[config.mk]
export PLATFORM = sky130hd
export DESIGN_NAME = fetch_controller
export DESIGN_NICKNAME = d
export VERILOG_FILES = /design/src/rtl/fetch_controller.sv
export SDC_FILE = /design/constraint.sdc
export NUM_CORES = 1
export LEC_CHECK = 0
export CORE_ASPECT_RATIO = 0.75
export CORE_MARGIN = 4
export CORE_UTILIZATION = 40
export DETAILED_ROUTE_END_ITERATION = 10
export PLACE_DENSITY = 0.78
export SLEW_MARGIN = 40
export SYNTH_ARGS = -nofsm -noshare
export SYNTH_HDL_FRONTEND = slang
export SYNTH_SLANG_ARGS = --single-unit
[constraint.sdc]
create_clock -name clk -period 3.15 [get_ports clk]
set_input_delay 0.63 -clock clk [delete_from_list [all_inputs] [get_ports clk]]
set_output_delay 0.63 -clock clk [all_outputs]
set_load 0.1 [all_outputs]
[src/rtl/fetch_controller.sv]
// -----------------------------------------------------------------------------
// fetch_controller
//   Owns the program counter and the IF/ID pipeline register of the pipelined
//   core. The PC drives a combinational instruction memory, and the returned
//   word is captured into IF/ID.
//   - Hazard-unit stalls hold the PC and/or the IF/ID register.
//   - EX-stage branch redirects load the PC and flush IF/ID.
//   - On the EXIT word the controller stops fetching and drains the pipeline
//     with bubbles. After DRAIN_CYCLES edges it raises halted.
//   - Fetching a word beyond MEM_DEPTH raises fetch_fault and halted.
//
// Optional feature macro: FETCH_PERF_EN
//   When defined, the block adds saturating performance counters
//   perf_fetched and perf_stalls. When undefined, those ports and counters
//   are absent.
//
// Ports
//   clk            in   1   rising-edge clock
//   reset          in   1   asynchronous, active-high reset
//   pc_write       in   1   1 = PC may advance, 0 = hold PC
//   if_id_write    in   1   1 = IF/ID may load, 0 = hold IF/ID
//   branch_taken   in   1   EX stage redirect request
//   branch_target  in   32  redirect address (low two bits ignored)
//   instruction    in   32  memory word at pc (same cycle)
//   pc             out  32  current fetch address
//   if_id_pc       out  32  PC of the instruction held in IF/ID
//   if_id_instr    out  32  instruction held in IF/ID
//   if_id_valid    out  1   IF/ID holds a real instruction
//   halted         out  1   program finished or fetch fault (sticky)
//   fetch_fault    out  1   out-of-range fetch detected (sticky)
//   perf_fetched   out  32  (FETCH_PERF_EN) valid IF/ID loads
//   perf_stalls    out  32  (FETCH_PERF_EN) RUN edges with PC held, no redirect
// -----------------------------------------------------------------------------
module fetch_controller #(
  parameter logic [31:0] RESET_PC     = 32'h0000_0000,
  parameter logic [31:0] EXIT_WORD    = 32'hFFFF_FFFF,
  parameter logic [31:0] NOP_WORD     = 32'h0000_0013,
  parameter int unsigned DRAIN_CYCLES = 4,
  parameter int unsigned MEM_DEPTH    = 256
) (
  input  logic        clk,
  input  logic        reset,
  input  logic        pc_write,
  input  logic        if_id_write,
  input  logic        branch_taken,
  input  logic [31:0] branch_target,
  input  logic [31:0] instruction,
  output logic [31:0] pc,
  output logic [31:0] if_id_pc,
  output logic [31:0] if_id_instr,
  output logic        if_id_valid,
  output logic        halted,
  output logic        fetch_fault
`ifdef FETCH_PERF_EN
  ,
  output logic [31:0] perf_fetched,
  output logic [31:0] perf_stalls
`endif
);

  typedef enum logic [1:0] {
    ST_RUN    = 2'd0,
    ST_DRAIN  = 2'd1,
    ST_HALTED = 2'd2
  } state_t;

  // Word index limit and drain preload, sized to their comparison targets.
  localparam logic [29:0] MEM_DEPTH_W = MEM_DEPTH[29:0];
  localparam logic [3:0]  DRAIN_LOAD  = 4'(DRAIN_CYCLES - 1);

  state_t      state_r;
  logic [3:0]  drain_cnt_r;
  logic        fault_addr_s;
  logic        exit_s;

  // Out-of-range fetch and EXIT detection on the word currently addressed.
  assign fault_addr_s = (pc[31:2] >= MEM_DEPTH_W);
  assign exit_s       = (instruction == EXIT_WORD);

  // Fetch sequencing: PC, IF/ID register, drain countdown and sticky status.
  always_ff @(posedge clk or posedge reset) begin
    if (reset) begin
      state_r     <= ST_RUN;
      drain_cnt_r <= 4'd0;
      pc          <= RESET_PC;
      if_id_pc    <= 32'h0000_0000;
      if_id_instr <= NOP_WORD;
      if_id_valid <= 1'b0;
      halted      <= 1'b0;
      fetch_fault <= 1'b0;
    end else begin
      case (state_r)
        ST_RUN: begin
          if (branch_taken) begin
            // The flush overrides an if_id_write hold.
            pc          <= branch_target & 32'hFFFF_FFFC;
            if_id_pc    <= 32'h0000_0000;
            if_id_instr <= NOP_WORD;
            if_id_valid <= 1'b0;
          end else if (fault_addr_s) begin
            fetch_fault <= 1'b1;
            halted      <= 1'b1;
            if_id_pc    <= 32'h0000_0000;
            if_id_instr <= NOP_WORD;
            if_id_valid <= 1'b0;
            state_r     <= ST_HALTED;
          end else if (exit_s) begin
            // EXIT is never issued. Bubbles flow while older work retires.
            if_id_pc    <= 32'h0000_0000;
            if_id_instr <= NOP_WORD;
            if_id_valid <= 1'b0;
            drain_cnt_r <= DRAIN_LOAD;
            state_r     <= ST_DRAIN;
          end else begin
            if (pc_write) begin
              pc <= pc + 32'd4;
            end
            // If pc_write=0 with if_id_write=1, the same word is reloaded.
            if (if_id_write) begin
              if_id_pc    <= pc;
              if_id_instr <= instruction;
              if_id_valid <= 1'b1;
            end
          end
        end
        ST_DRAIN: begin
          if_id_pc    <= 32'h0000_0000;
          if_id_instr <= NOP_WORD;
          if_id_valid <= 1'b0;
          if (branch_taken) begin
            // An older branch resolving cancels the drain. Fetch restarts.
            pc      <= branch_target & 32'hFFFF_FFFC;
            state_r <= ST_RUN;
          end else if (drain_cnt_r == 4'd0) begin
            halted  <= 1'b1;
            state_r <= ST_HALTED;
          end else begin
            drain_cnt_r <= drain_cnt_r - 4'd1;
          end
        end
        ST_HALTED: begin
          state_r <= ST_HALTED;
        end
        default: begin
          // An unreachable encoding parks the block in the safe halted state.
          halted  <= 1'b1;
          state_r <= ST_HALTED;
        end
      endcase
    end
  end

`ifdef FETCH_PERF_EN
  logic fetched_s;
  logic stalled_s;

  // Event strobes for the counters. Neither strobe can fire outside RUN,
  // so the counters freeze in DRAIN (no fetch) and in HALTED.
  assign fetched_s = (state_r == ST_RUN) && !branch_taken && !fault_addr_s &&
                     !exit_s && if_id_write;
  assign stalled_s = (state_r == ST_RUN) && !branch_taken && !pc_write;

  // Saturating performance counters.
  always_ff @(posedge clk or posedge reset) begin
    if (reset) begin
      perf_fetched <= 32'h0000_0000;
      perf_stalls  <= 32'h0000_0000;
    end else begin
      if (fetched_s && (perf_fetched != 32'hFFFF_FFFF)) begin
        perf_fetched <= perf_fetched + 32'd1;
      end
      if (stalled_s && (perf_stalls != 32'hFFFF_FFFF)) begin
        perf_stalls <= perf_stalls + 32'd1;
      end
    end
  end
`endif

endmodule
Word-level counts from Yosys, hierarchy flattened
Cells that the tools add are included.

Reductions and logical operators: 9. Mux-type cells: 38. $lt $le $gt $ge: 1. $add $sub $neg: 2. Equal/unequal tests: 17. Bitwise gates (word level): 2.

Operators with widths (count): 2-to-1 mux 32 bit (13); case mux 32 bit (2 select lines) (3); adder 32 x 3 -> 32 bit, second input constant (1); equality test 32 bit, second input constant (1); greater-or-equal comparator 30 x 9 -> 1 bit, second input constant (1); 2-to-1 mux 4 bit (5); inequality test 2 bit, second input constant (8); inequality test 3 bit, second input constant (5); 2-to-1 mux 2 bit (5); AND reduction 5 bit (2); 2-to-1 mux 1 bit (8); case mux 4 bit (2 select lines) (1); AND reduction 3 bit (2); AND reduction 6 bit (1); inequality test 5 bit, second input constant (1); zero test 4 bit (1); case mux 2 bit (2 select lines) (1); subtractor 4 x 1 -> 4 bit, second input constant (1); case mux 1 bit (3 select lines) (1); equality test 2 x 1 -> 1 bit, second input constant (1); equality test 2 bit, second input constant (1); zero test 2 bit (1); NOT 1 bit (2); case mux 1 bit (2 select lines) (1); other kinds (2) (2).

Flip-flop bits (word level): 105. Word-level logic and storage cells: 77.

Logic depth before layout (Yosys ltp)
Depth after elaboration: 6. Depth in mapped cells: 8. Mapped depth without buffers: 7.

Least setup slack after synthesis
Ideal clock, no wire load.

Path kind: register -> register. From: register pc[3]. To: register pc[26]. Arrival: 2261 ps. Clock period less this slack: 2389 ps. Setup time: 128 ps. Path slack: 761 ps. Buffers on the path: 0. Data required time: 3022 ps. Stages on the path, launching flop included: 7. Cells stage by stage: dfrtp_1 ha_1 nand3_1 nor2_1 nand4_1 o32ai_1 a21oi_1.

Word-level cells in the longest chain between the ends: 6. Elaborated cells on any way between the ends: 9. Classes of those cells: 1 x add/sub; 1 x order compare; 1 x eq/ne; 5 x mux; 1 x reduce/logical.

RTL lines: start: declaration (RTL line 48) `output logic [31:0] pc,`; start signal: assignment (RTL line 96) `pc <= branch_target & 32'hFFFF_FFFC;`; start signal: assignment (RTL line 116) `pc <= pc + 32'd4;`; start signal: assignment (RTL line 132) `pc <= branch_target & 32'hFFFF_FFFC;`; adder 32 x 3 -> 32 bit (RTL line 116); 2-to-1 mux 32 bit (RTL line 115) `if (pc_write) begin`; 2-to-1 mux 32 bit (RTL line 107) `end else if (exit_s) begin`; 2-to-1 mux 32 bit (RTL line 100) `end else if (fault_addr_s) begin`; 2-to-1 mux 32 bit (RTL line 94) `if (branch_taken) begin`; case mux 32 bit (2 select lines) (RTL line 92) `case (state_r)`.

Several ways; a longest one is shown, not always the timed one. The select of a mux whose other input is x is not followed. A chain may end at the register's enable or synchronous reset.

Worst setup path after layout
From: input instruction[2]. To: register if_id_instr[28].

Word-level cells in the longest chain between the ends: 5. Elaborated cells on any way between the ends: 7. Classes of those cells: 2 x eq/ne; 4 x mux; 1 x reduce/logical.

RTL lines: start: declaration (RTL line 47) `input logic [31:0] instruction,`; equality test 32 bit (*) (RTL line 78) `assign exit_s = (instruction == EXIT_WORD);`; 2-to-1 mux 32 bit (RTL line 107); 2-to-1 mux 32 bit (RTL line 100); 2-to-1 mux 32 bit (RTL line 94); case mux 32 bit (2 select lines) (RTL line 92); end signal: assignment (RTL line 121) `if_id_instr <= instruction;`; end: declaration (RTL line 50) `output logic [31:0] if_id_instr,`.

Mark *: on every way between the ends. The rest lies on a longest branch, timed or not.

==> results.toml <==
[routing]
met2_routed_wl_um = 6120
wl_met1_um = 5800
routedWlPerCell_um = 18.4
post-route-drc-count = 0
final_antenna_net_count = 0
top_layer_used = "met4"
drt_iter0_markers = 283
routed-via-count = 3885
detail_route.vias_per_cell = 5.52
drt-pass1-iter-count = 5
postRouteWirelength_um = 12900
met3RoutedLength_um = 748

[logic_synthesis]
yosys_most_used_dff = "dfrtp_1"
synth_top_family_by_area = "compound AO/OA/AOI/OAI gates"
yosys_warnings = 0
synth_largest_area_cell = "dfrtp_1"
synth_compound_gate_area_share_pct = 20.0
synth_adder_area_share_pct = 1.10
synth_top_cell_area_share_pct = 54.4
synth.cell_area_um2 = 4550
synth.cells.most_frequent = "99 x dfrtp_1, 39 x a22o_1, 28 x nand2_1"
post_synth_xor_area_fraction_pct = 0
postSynthAreaPerCell_um2 = 11.2
synth_enable_flop_cells = 0
synth_mux_area_share_pct = 0.687
synth-seq-area-share_pct = 56.2
post_synth_and_or_nand_nor_area_fraction_pct = 15.8
synthTopCellsByArea = "dfrtp_1 54%, a22o_1 7.5%, and2_1 3.2%, nand2_1 2.3%, a21oi_1 2.2%"
ys_types = 51
yosys.cell_count.top_type = "dfrtp_1"
synth_async_sr_flop_share_pct = 100
post_synth_inst_count = 405
synth.ff_latch_count = 102

[clocking]
clkTransAtPathRegs_ns = 0.06
worstSkewPairLatency_ns = 0.34
tritoncts = "built"
number_of_buffers_created_by_cts = 9
quantity_of_hold_fixing_buffers_added_after_cts = 0
clkSinkCount = 102
max-clock-path-buffers = 2
htreeDepth = 3
clock-root-buffer = "clkbuf_16"
post_cts_buffers = 0
post_cts.resized_instances = 0

[finish]
drive_gt1_share_pct = 24.5
multiInputGateArea_um2 = 1720
layout.area.seq_um2 = 2560
antenna_cells = 0
flow.area_growth_from_synthesis_pct = 37.3
nets = 632
fin_util_pct = 56.7
n_fill_cell = 902

[power]
vdd.ir_drop.worst_mv = 0.249
p_leak_nw = 2.90
areal_power_density_over_the_cells_nw_per_um2 = 477

[grt]
global_routing_usage_summed_across_all_routing_layers_pct = 19.5
grt.overflow.total = 0
grt_pass1_vias = 3873
initial_antenna_violation_count = 0
maximum_number_of_pins_on_one_net_before_global_route_repair = 103
grt_first_pass_wirelength_um = 21000

[sta]
timing_hold_violations_final = 0
worst_slew_pin_slew_ns = 0.669
finalCritPeriodShare_pct = 79.8
grt_setup_unrepaired = "no"
finalSetupViolCount = 0
slew_violations = 0
timing.final.crit_period_ns = 2.51
timing.clock.skew_ns = 0.00816
maxClockFrequency_mhz = 398
worst_slew_margin_rel_pct = 55.4
setup-tns-final_ns = 0

[worst_setup_path]
timing.critical_path.required_ns = 3.37
timing.critical_path.from = "instruction[2]"
crit_path_max_incr_delay_ns = 0.50
worstSetupStartpointType = "input pin"
timing.critical_path.slowest_stage_cell = "clkdlybuf4s50_1"
timing.critical_path.fanout_max = 42
worst_ep_arrival_time_ns = 2.73
crit_path_buffers_inverters = 2
path_cells = "clkdlybuf4s50_1 -> nand4_1 -> nor4_2 -> a211oi_2 -> a21o_1 -> buf_4 -> a22o_1"
criticalPathCategory = "input pin to register"
r2r-start = "pc[23]"
timing.critical_path.max_delay_family = "buffers and inverters"
r2r.worst_path.cells = 5
critPathCaptureType = "register"
critical_path_cell_count = 7

[floorplanning]
core_area_um2 = 11000
floorplan.die.height_um = 100
ios = 168
floorplan.initialDensity_pct = 41.3
die-area_um2 = 13200
die_w_um = 131
placement_rows = 33

[worst_hold_path]
hp-start = "if_id_valid"
worstHoldPathType = "register to register"
whs_path_depth = 1

[placed_design]
globalplace.congestion = 0.923
place.detailed.hpwl_um = 9570
io_buffers = 163

[job]
max-cap-violations = 0

[run_status]
outcome = "finished clean"
==> state kept, by name, indices dropped and copies added, names as in the netlist <==
signal and cells:
if_id_pc 31, pc 30, if_id_instr 32, state_r 2
drain_cnt_r 4, if_id_valid 1, fetch_fault 1, halted 1
==> layer usage <==
metal	global-route usage (%)	vias up
li1	-	1808
met3	4.06	18
met4	5.57	0
met1	27.5	1912
met5	0	-
met2	31.0	147
==> power breakdown <==
part | total [mW] | switching [mW] | internal (mW)
combinational | 0.530 | 0.371 | 0.159
sequential | 1.38 | 0.0384 | 1.35
clock | 1.07 | 0.495 | 0.570
total | 2.98 | 0.905 | 2.08
==> cells by family (layout without fill, tap and decap cells) <==
group | Yosys count | after routing
adder cells (fa/ha/maj) | 4 | 4
other | 1 | 2
multiplexers | 3 | 3
AND/OR/NAND/NOR | 130 | 130
buffers and inverters | 42 | 200
AO/OA/AOI/OAI | 123 | 123
flip-flops | 102 | 102
==> area by class of cell <==
| cell class | count | area share (%) |
|---|---|---|
| sequential | 102 | 40.9 |
| multi-input combinational | 262 | 27.5 |
| clock inverter | 6 | 0.801 |
| clock buffer | 10 | 3.82 |
| inverter | 14 | 0.901 |
| timing repair buffer | 170 | 23.3 |
| tap | 140 | 2.80 |
==> final timing paths <==
check | to | slack [ns]
min | if_id_valid | 0.48
min in group asynchronous | if_id_pc[27] | 0.79
max in group asynchronous | if_id_pc[4] | 1.95
max | if_id_instr[28] | 0.64
min reg2reg | if_id_valid | 0.48
max reg2reg | pc[3] | 0.88
==> placed cells by master (no fill, tap or decap), types with 4 or more instances in the layout <==
master and count:
buf_4 103, dfrtp_1 99, clkdlybuf4s50_1 66, a22o_1 39, nand2_1 28, and2_1 23
nor2_1 21, a21oi_1 19, o22ai_1 16, nand4_1 16, nand3_1 15, inv_1 13
o21ai_0 9, clkbuf_16 9, nor3_1 6, nor4_2 6, a32o_1 5, o211ai_1 4
a21o_1 4, o31ai_1 4, ha_1 4
==> worst register-to-register path: cells and delay by family, from the launching register on <==
kind	cells	cell delay, ns
flops	1	0.45
compound gates	2	0.91
mux	1	0.25
simple gates	2	0.58
==> through the flow <==
stage | hold slack, ns | std cells | worst slack [ns] | power, mW | instance area [um2]
3_3_place_gp | 0.451 | 688 | 0.354 | 1.93 | 5960
5_1_grt | 0.503 | 704 | 0.516 | 3.10 | 6250
6_report | 0.484 | 704 | 0.637 | 2.98 | 6250
2_1_floorplan | 0.499 | 406 | 0.761 | 1.75 | 4560
4_1_cts | 0.487 | 704 | 0.668 | 3.01 | 6250
3_5_place_dp | 0.472 | 688 | 0.316 | 1.94 | 5960
Power figures use the tool's default switching activity.
